## src/rtl/uart_pkg.sv

```systemverilog
// -----------------------------------------------------------------------------
// uart_pkg
// Shared types and constants for the UART command sequencer.
//   rx_state_t : receive-side byte collector states
//   tx_state_t : transmit-side response serialiser states
//   CLKS_PER_BIT, CMD_BYTES, DEFAULT_TIMEOUT_CLKS : sizing constants
// -----------------------------------------------------------------------------
package uart_pkg;

  localparam int CLKS_PER_BIT = 2604;
  localparam int CMD_BYTES = 3;
  // Twenty bit times of silence between bytes ends a partial command.
  localparam int DEFAULT_TIMEOUT_CLKS = 20 * CLKS_PER_BIT;

  typedef enum logic {
    RX_WAIT,
    RX_CLR
  } rx_state_t;

  typedef enum logic [2:0] {
    TX_IDLE,
    TX_HI_ARM,
    TX_HI_WAIT,
    TX_LO_ARM,
    TX_LO_WAIT
  } tx_state_t;

endpackage

```

## src/rtl/uart_resp_tx.sv

```systemverilog
// -----------------------------------------------------------------------------
// uart_resp_tx
// Serialises a 16-bit response word into two UART_tx byte transactions,
// high byte first, using the trmt / tx_done handshake.
// Ports:
//   clk, rst_n   : clock, asynchronous active-low reset
//   resp         : response word, latched when send_resp is accepted
//   send_resp    : request to transmit resp (ignored while tx_busy)
//   tx_done      : UART_tx done, high until the next trmt
//   tx_data      : byte presented to UART_tx, held between bytes
//   trmt         : one-cycle start pulse for UART_tx
//   tx_busy      : high from acceptance until the low byte completes
//   resp_sent    : one-cycle pulse when the low byte has completed
// -----------------------------------------------------------------------------
module uart_resp_tx
  import uart_pkg::*;
(
  input  logic        clk,
  input  logic        rst_n,
  input  logic [15:0] resp,
  input  logic        send_resp,
  input  logic        tx_done,
  output logic [7:0]  tx_data,
  output logic        trmt,
  output logic        tx_busy,
  output logic        resp_sent
);

  tx_state_t   r_state, w_nextState;
  logic [15:0] r_resp, w_nextResp;
  logic [7:0]  r_txData, w_nextTxData;
  logic        r_trmt, w_nextTrmt;
  logic        r_busy, w_nextBusy;
  logic        r_respSent, w_nextRespSent;

  // State and registered handshake outputs; trmt is registered so it lines
  // up with the tx_data value it launches.
  always_ff @(posedge clk or negedge rst_n) begin
    if (!rst_n) begin
      r_state    <= TX_IDLE;
      r_resp     <= '0;
      r_txData   <= '0;
      r_trmt     <= 1'b0;
      r_busy     <= 1'b0;
      r_respSent <= 1'b0;
    end else begin
      r_state    <= w_nextState;
      r_resp     <= w_nextResp;
      r_txData   <= w_nextTxData;
      r_trmt     <= w_nextTrmt;
      r_busy     <= w_nextBusy;
      r_respSent <= w_nextRespSent;
    end
  end

  // The ARM states spend one cycle after each trmt so that the tx_done
  // still high from the previous byte is not mistaken for completion.
  always_comb begin
    w_nextState    = r_state;
    w_nextResp     = r_resp;
    w_nextTxData   = r_txData;
    w_nextTrmt     = 1'b0;
    w_nextBusy     = r_busy;
    w_nextRespSent = 1'b0;
    case (r_state)
      TX_IDLE: begin
        if (send_resp) begin
          w_nextResp   = resp;
          w_nextTxData = resp[15:8];
          w_nextTrmt   = 1'b1;
          w_nextBusy   = 1'b1;
          w_nextState  = TX_HI_ARM;
        end
      end
      TX_HI_ARM: w_nextState = TX_HI_WAIT;
      TX_HI_WAIT: begin
        if (tx_done) begin
          w_nextTxData = r_resp[7:0];
          w_nextTrmt   = 1'b1;
          w_nextState  = TX_LO_ARM;
        end
      end
      TX_LO_ARM: w_nextState = TX_LO_WAIT;
      TX_LO_WAIT: begin
        if (tx_done) begin
          w_nextRespSent = 1'b1;
          w_nextBusy     = 1'b0;
          w_nextState    = TX_IDLE;
        end
      end
      default: w_nextState = TX_IDLE;
    endcase
  end

  assign tx_data   = r_txData;
  assign trmt      = r_trmt;
  assign tx_busy   = r_busy;
  assign resp_sent = r_respSent;

endmodule

```

## src/rtl/uart_cmd_seq.sv

```systemverilog
// -----------------------------------------------------------------------------
// uart_cmd_seq
// Sequencer between the UART byte datapath and application logic.
// Receive side collects three bytes (MSB first) into a 24-bit command with a
// sticky cmd_rdy; transmit side sends a 16-bit response as two bytes.
// Ports:
//   clk, rst_n               : clock, asynchronous active-low reset
//   rx_data, rx_rdy          : byte and valid from UART_rx
//   clr_rx_rdy               : pulse clearing UART_rx rdy on capture
//   tx_data, trmt, tx_done   : byte interface to UART_tx
//   cmd, cmd_rdy             : assembled command and sticky valid
//   clr_cmd_rdy              : consumer acknowledge for cmd_rdy
//   resp, send_resp          : response word and transmit request
//   tx_busy, resp_sent       : response transfer status
// -----------------------------------------------------------------------------
module uart_cmd_seq
  import uart_pkg::*;
#(
  parameter int TIMEOUT_CLKS = DEFAULT_TIMEOUT_CLKS,
  parameter int CNT_W        = 16
) (
  input  logic        clk,
  input  logic        rst_n,
  input  logic [7:0]  rx_data,
  input  logic        rx_rdy,
  output logic        clr_rx_rdy,
  output logic [7:0]  tx_data,
  output logic        trmt,
  input  logic        tx_done,
  output logic [23:0] cmd,
  output logic        cmd_rdy,
  input  logic        clr_cmd_rdy,
  input  logic [15:0] resp,
  input  logic        send_resp,
  output logic        tx_busy,
  output logic        resp_sent
);

  rx_state_t        r_rxState, w_nextRxState;
  logic [23:0]      r_cmd, w_nextCmd;
  logic [1:0]       r_byteCnt, w_nextByteCnt;
  logic [CNT_W-1:0] r_toCnt, w_nextToCnt;
  logic             r_cmdRdy, w_nextCmdRdy;
  logic             w_capture;
  logic             w_lastByte;
  logic             w_timeout;

  // Capture happens only in WAIT; gated by rst_n so the pulse cannot
  // appear while the block is held in reset.
  assign w_capture  = rst_n && (r_rxState == RX_WAIT) && rx_rdy;
  assign w_lastByte = (r_byteCnt == 2'(CMD_BYTES - 1));
  assign w_timeout  = (r_toCnt == CNT_W'(TIMEOUT_CLKS));

  // Receive collector state.
  always_ff @(posedge clk or negedge rst_n) begin
    if (!rst_n) begin
      r_rxState <= RX_WAIT;
      r_cmd     <= '0;
      r_byteCnt <= '0;
      r_toCnt   <= '0;
      r_cmdRdy  <= 1'b0;
    end else begin
      r_rxState <= w_nextRxState;
      r_cmd     <= w_nextCmd;
      r_byteCnt <= w_nextByteCnt;
      r_toCnt   <= w_nextToCnt;
      r_cmdRdy  <= w_nextCmdRdy;
    end
  end

  // Byte shifting, command completion and inter-byte timeout. CLR lingers
  // until rx_rdy drops, so a slowly-clearing rdy yields one capture only;
  // with a normal UART_rx this is a single dead cycle. A completing capture
  // is assigned after the acknowledge so the set wins a collision.
  always_comb begin
    w_nextRxState = r_rxState;
    w_nextCmd     = r_cmd;
    w_nextByteCnt = r_byteCnt;
    w_nextToCnt   = r_toCnt;
    w_nextCmdRdy  = r_cmdRdy;
    if (clr_cmd_rdy) begin
      w_nextCmdRdy = 1'b0;
    end
    case (r_rxState)
      RX_WAIT: begin
        if (rx_rdy) begin
          w_nextCmd     = {r_cmd[15:0], rx_data};
          w_nextToCnt   = '0;
          w_nextRxState = RX_CLR;
          if (w_lastByte) begin
            w_nextByteCnt = '0;
            w_nextCmdRdy  = 1'b1;
          end else begin
            w_nextByteCnt = r_byteCnt + 2'd1;
            if (r_byteCnt == 2'd0) begin
              w_nextCmdRdy = 1'b0;
            end
          end
        end else if (r_byteCnt != 2'd0) begin
          if (w_timeout) begin
            w_nextByteCnt = '0;
            w_nextToCnt   = '0;
          end else begin
            w_nextToCnt = r_toCnt + CNT_W'(1);
          end
        end
      end
      RX_CLR: begin
        if (!rx_rdy) begin
          w_nextRxState = RX_WAIT;
        end
      end
      default: w_nextRxState = RX_WAIT;
    endcase
  end

  assign clr_rx_rdy = w_capture;
  assign cmd        = r_cmd;
  assign cmd_rdy    = r_cmdRdy;

  uart_resp_tx u_respTx (
    .clk       (clk),
    .rst_n     (rst_n),
    .resp      (resp),
    .send_resp (send_resp),
    .tx_done   (tx_done),
    .tx_data   (tx_data),
    .trmt      (trmt),
    .tx_busy   (tx_busy),
    .resp_sent (resp_sent)
  );

endmodule

```

## config.mk

```make
export PLATFORM = sky130hd
export DESIGN_NAME = uart_cmd_seq
export DESIGN_NICKNAME = d
export VERILOG_FILES = /design/src/rtl/uart_pkg.sv /design/src/rtl/uart_resp_tx.sv /design/src/rtl/uart_cmd_seq.sv
export SDC_FILE = /design/constraint.sdc
export NUM_CORES = 1
export LEC_CHECK = 0
export ABC_AREA = 0
export CELL_PAD_IN_SITES_DETAIL_PLACEMENT = 1
export CELL_PAD_IN_SITES_GLOBAL_PLACEMENT = 1
export CORE_MARGIN = 3
export CORE_UTILIZATION = 38
export DETAILED_ROUTE_END_ITERATION = 8
export PLACE_DENSITY = 0.88
export REMOVE_ABC_BUFFERS = 1
export SLEW_MARGIN = 20
export SYNTH_ARGS = -nofsm -noshare
export SYNTH_HDL_FRONTEND = slang
export SYNTH_SLANG_ARGS = --single-unit
```

## constraint.sdc

```tcl
create_clock -name clk -period 2 [get_ports clk]
set_input_delay 0.2 -clock clk [delete_from_list [all_inputs] [get_ports clk]]
set_output_delay 0.2 -clock clk [all_outputs]
set_load 0.05 [all_outputs]
```

* Yosys cells after proc, flatten, opt, wreduce, memory -nomap -nowiden
Index checks and enable logic that the tools add are counted. W data, S select, Z words.
Cells by class: add/subtract/negate cells 2, equality and inequality tests 9, mux-type cells 27, bitwise gates (word level) 1, reduce and logical (&&, ||, !) cells 16
Operator list (count):
- $mux W16 | 3
- $add A16 B1 Y16 const B | 1
- $eq A16 B16 Y1 const B | 1
- $mux W8 | 2
- $pmux W8 S2 | 1
- $pmux W3 S5 | 1
- $reduce_and A3 Y1 | 4
- $mux W1 | 11
- $reduce_bool A2 Y1 | 5
- $mux W3 | 3
- $mux W2 | 4
- $eq A3 B2 Y1 const B | 2
- $ne A2 B2 Y1 const B | 3
- $reduce_and A2 Y1 | 3
- $pmux W1 S2 | 2
- $eq A3 B1 Y1 const B | 1
- $eq A3 B3 Y1 const B | 1
- $logic_not A3 Y1 | 1
- $add A2 B1 Y2 const B | 1
- $eq A2 B2 Y1 const B | 1
- $logic_and A1 B1 Y1 | 2
- $logic_not A2 Y1 | 1
- $not A1 Y1 | 1
Word-level totals: bits in registers 66, input port bits 30, output and inout bits 37, logic and storage cells 66

* Depth between registers and ports, before layout
depth after elaboration 5, gate-level depth with buffers 7

* Cells and area by module
A second synthesis with hierarchy kept.
Second synthesis, totals: cells, all modules 278, area total of the unflattened synthesis 2907.8 sq um
Modules (own cells, without submodules):
- uart_cmd_seq | times used 1, cells each 216, area an instance 1970.6 sq um, sequential area each 1101.1 sq um
- uart_resp_tx | times used 1, cells each 62, area an instance 937.1 sq um, sequential area each 550.5 sq um

* Least setup slack after synthesis
OpenSTA, ideal clock, no wires.
kind register to register, start register r_toCnt[0], end register r_toCnt[6], library setup time 104 ps, arrival time 1447 ps, required time 1896 ps, slack 450 ps, stages on the path, launching flop included 7, path buffers 0, cells stage by stage dfrtp_1 > inv_1 > ha_1 > and4b_1 > a41oi_2 > nand2_1 > o311ai_1
On the way: cells in the longest elaborated chain, start to end 4
RTL lines:
- start: declaration | line uart_cmd_seq.sv:42 | logic [CNT_W-1:0] r_toCnt, w_nextToCnt;
- start signal: assignment | line uart_cmd_seq.sv:66 | r_toCnt <= w_nextToCnt;
- $add A16 B1 Y16 or $eq A16 B16 Y1 (tied branches) | line uart_cmd_seq.sv:104, uart_cmd_seq.sv:52
- $mux W16 * | line uart_cmd_seq.sv:100 | if (w_timeout) begin
- $mux W16 * | line uart_cmd_seq.sv:99 | end else if (r_byteCnt != 2'd0) begin
- $mux W16 * | line uart_cmd_seq.sv:86 | if (rx_rdy) begin
Every way passes the cells marked *; elsewhere a longest branch is shown, timed or not. The select of a mux whose other input is x is not followed. A chain may end at the register's enable or synchronous reset.

* Worst setup path in the final report
start register r_toCnt[0], end register r_toCnt[9]
Same word-level chain as after synthesis.

==> impl_metrics.tcl <==
set metrics [dict create \
    status "complete, no violations" \
    die_y_um 93.7 \
    crit_type "reg2reg" \
    ys_types 41 \
    layout_min_cycle_time_ps 1880 \
    finalInstanceArea_sq_um 3950 \
    slowest_delay_ps 430 \
    overflow 0 \
    cts_tree "done" \
    rsz0062_at_grt "yes" \
    cp_data_required_time_ps 2220 \
    fin_ws_ps 124 \
    nets 397 \
    start_util_pct 39.7 \
    synth_largest_area_cell "dfrtp_1" \
    drc_errors 0 \
    placementRows 31 \
    cp.arrival_ps 2100 \
    post-route-util_pct 53.6 \
    io_pins 67 \
    setup_viol 0 \
    ys_seq_elements 66 \
    hold_viol_final 0 \
    yosysSeqAreaShare_pct 56.5 \
    die_w_um 93.7 \
    synthesis.area_sq_um 2930 \
    synth_top_area_share_pct 56.5 \
    start_kind "register" \
    cts_max_level 3 \
    grt_pass1_vias 2601 \
    first_pass_iters 4 \
    dieArea_sq_um 8790 \
    num_vias 2347 \
    synthFlopType "dfrtp_1" \
    irDropWorstVdd_mv 0.511 \
    netlist_top_cells_area "dfrtp_1 56%, nand2_1 12%, mux2i_1 3.1%" \
    max_cap_viol_count 0 \
    cp_max_fo 7 \
    worstSetupEndpointType "register" \
    synth_common_cells "92 x nand2_1, 66 x dfrtp_1, 16 x o21ai_0, 12 x nor2_1" \
    p_per_area_nw_per_um2 1310 \
    core_sq_um 7370 \
    tightest_slew_ps 817 \
    crit_chain "inv_1 -> ha_1 -> and4b_1 -> a41oi_2 -> nand2_1 -> o311ai_1" \
    finClkSkew_ps 10.2 \
    clkTransAtPathRegs_ps 70 \
    async_reset_ff_share_pct 100 \
    slowest_stage "dfrtp_1" \
    clock_latency_ps 330 \
    antennaDiodeCount 0 \
    drtIter0Drc 100 \
    synth_cells 292 \
    grt_max_degree 67 \
    min-delay-path-class "in2async" \
    cts-root-buf "clkbuf_8" \
    finalWirelength_um 7270 \
    syn_to_final_growth_pct 35.0 \
    place_worst_setup_slack_ps -55.9 \
    grtUsageTotal_pct 17.8 \
    ant_nets 0 \
    drive_gt1_share_pct 11.9 \
    synth_edf_count 0 \
    antenna_found_initial 0 \
    post-cts-setup-buffers 0 \
    place_congestion 0.768 \
    routedWlPerCell_um 15.5 \
    routed_via_density 5.00 \
    dp_hpwl_um 5190 \
    grt_pass1_wl_um 12400 \
    port_buffers 66 \
    ys_warn_count 0 \
    cts_sinks 66 \
    synth.avg_cell_area_sq_um 10.0 \
    cts_buffers 9 \
    fin_crit_sh_pct 93.8 \
    finalMaxSlewViolations 0 \
    max_freq_ghz 0.533 \
    relSlewSlack_pct 45.6 \
    yosysMostFrequentCell "nand2_1" \
    p_leak_nw 1.77 \
    place_area_sq_um 3720 \
    cts.path.max_buffers 2 \
    cts_hold_buf 0 \
]
worst max-delay path: cells and delay by family, from the launching register on:
kind	cells	cell delay [ps]
flops	1	430
buf+inv	1	60
fa+ha+maj	1	180
simple gates	2	450
compound gates	2	650
worst paths after layout:
| check | from | to | slack [ps] | cells after the start |
|---|---|---|---|---|
| setup / recovery | r_toCnt[0]$_DFFE_PN0P_ | r_toCnt[9]$_DFFE_PN0P_ | 120 | 6 |
| hold / removal | rst_n | r_toCnt[14]$_DFFE_PN0P_ | 50 | 2 |
| setup reg to reg | r_toCnt[0]$_DFFE_PN0P_ | r_toCnt[9]$_DFFE_PN0P_ | 120 | 6 |
| hold reg to reg | cmd[19]$_DFFE_PN0P_ | cmd[19]$_DFFE_PN0P_ | 480 | 2 |
| max in group asynchronous | rst_n | u_respTx.tx_data[0]$_DFFE_PN0P_ | 1400 | 2 |
| min in group clk | rx_data[0] | cmd[0]$_DFFE_PN0P_ | 380 | 3 |
through the flow:
stage	hold slack (ps)	total power [mW]	TNS, ps	std cells
final	48.4	5.17	0	469
after detailed placement	457	4.00	-55.9	453
after CTS	93.7	5.24	0	469
after global placement	450	3.90	0	453
after global routing	131	5.52	-35.3	469
after floorplan	-95.6	3.24	-1630	280
cells in the final DEF (no fill, tap or decap), drive strengths merged, types with 5 or more instances in the layout:
cell type / count
o21ai: 16
nand3: 9
a21oi: 6
dfrtp: 66
nor4: 5
inv: 9
buf: 10
mux2i: 9
and3: 6
mux2: 8
clkdlybuf4s50: 64
nor2: 12
clkbuf: 10
nand2: 92
cell type report:
class | count | area (sq um)
inverter | 9 | 33.8
tap | 99 | 124
clock inverter | 6 | 91.3
multi-input combinational | 205 | 1200
timing repair buffer | 74 | 726
clock buffer | 10 | 128
sequential | 66 | 1650
fill | 856 | 3420
where the power goes:
group          leakage, nW  internal [mW]  switching, mW
Sequential           0.838           1.70          0.322
Combinational        0.834          0.749           1.19
Clock               0.0987          0.704          0.512
state kept, by name, summed over array words and instances, names as in the netlist:
signal	flops
u_respTx.trmt	1
u_respTx.resp_sent	1
u_respTx.r_resp	8
r_toCnt	16
r_byteCnt	2
cmd	24
cmd_rdy	1
u_respTx.tx_data	8
r_rxState	1
u_respTx.tx_busy	1
u_respTx.r_state	3
what timing repair did:
action / in CTS / in global routing
endpoints found under the setup margin: 0 / 3
hold endpoints to repair: 0 / 0
gates resized for setup: 0 / 1
cell families after synthesis:
| kind of cell | Yosys count | synth area share (%) |
|---|---|---|
| buf+inv | 21 | 3.04 |
| compound gates | 36 | 7.70 |
| simple gates | 148 | 25.2 |
| xor+xnor | 2 | 0.599 |
| mux | 17 | 6.16 |
| flops | 66 | 56.5 |
| fa+ha+maj | 2 | 0.855 |
routing by layer:
layer  wire, um  up-vias  track usage, %
met2       3820       52            32.2
met3        254       10            3.45
li1           -     1137               -
met1       3090     1148            21.0
met5          0        -               0
met4         95        0            5.78
(Power assumes the default switching activity.)
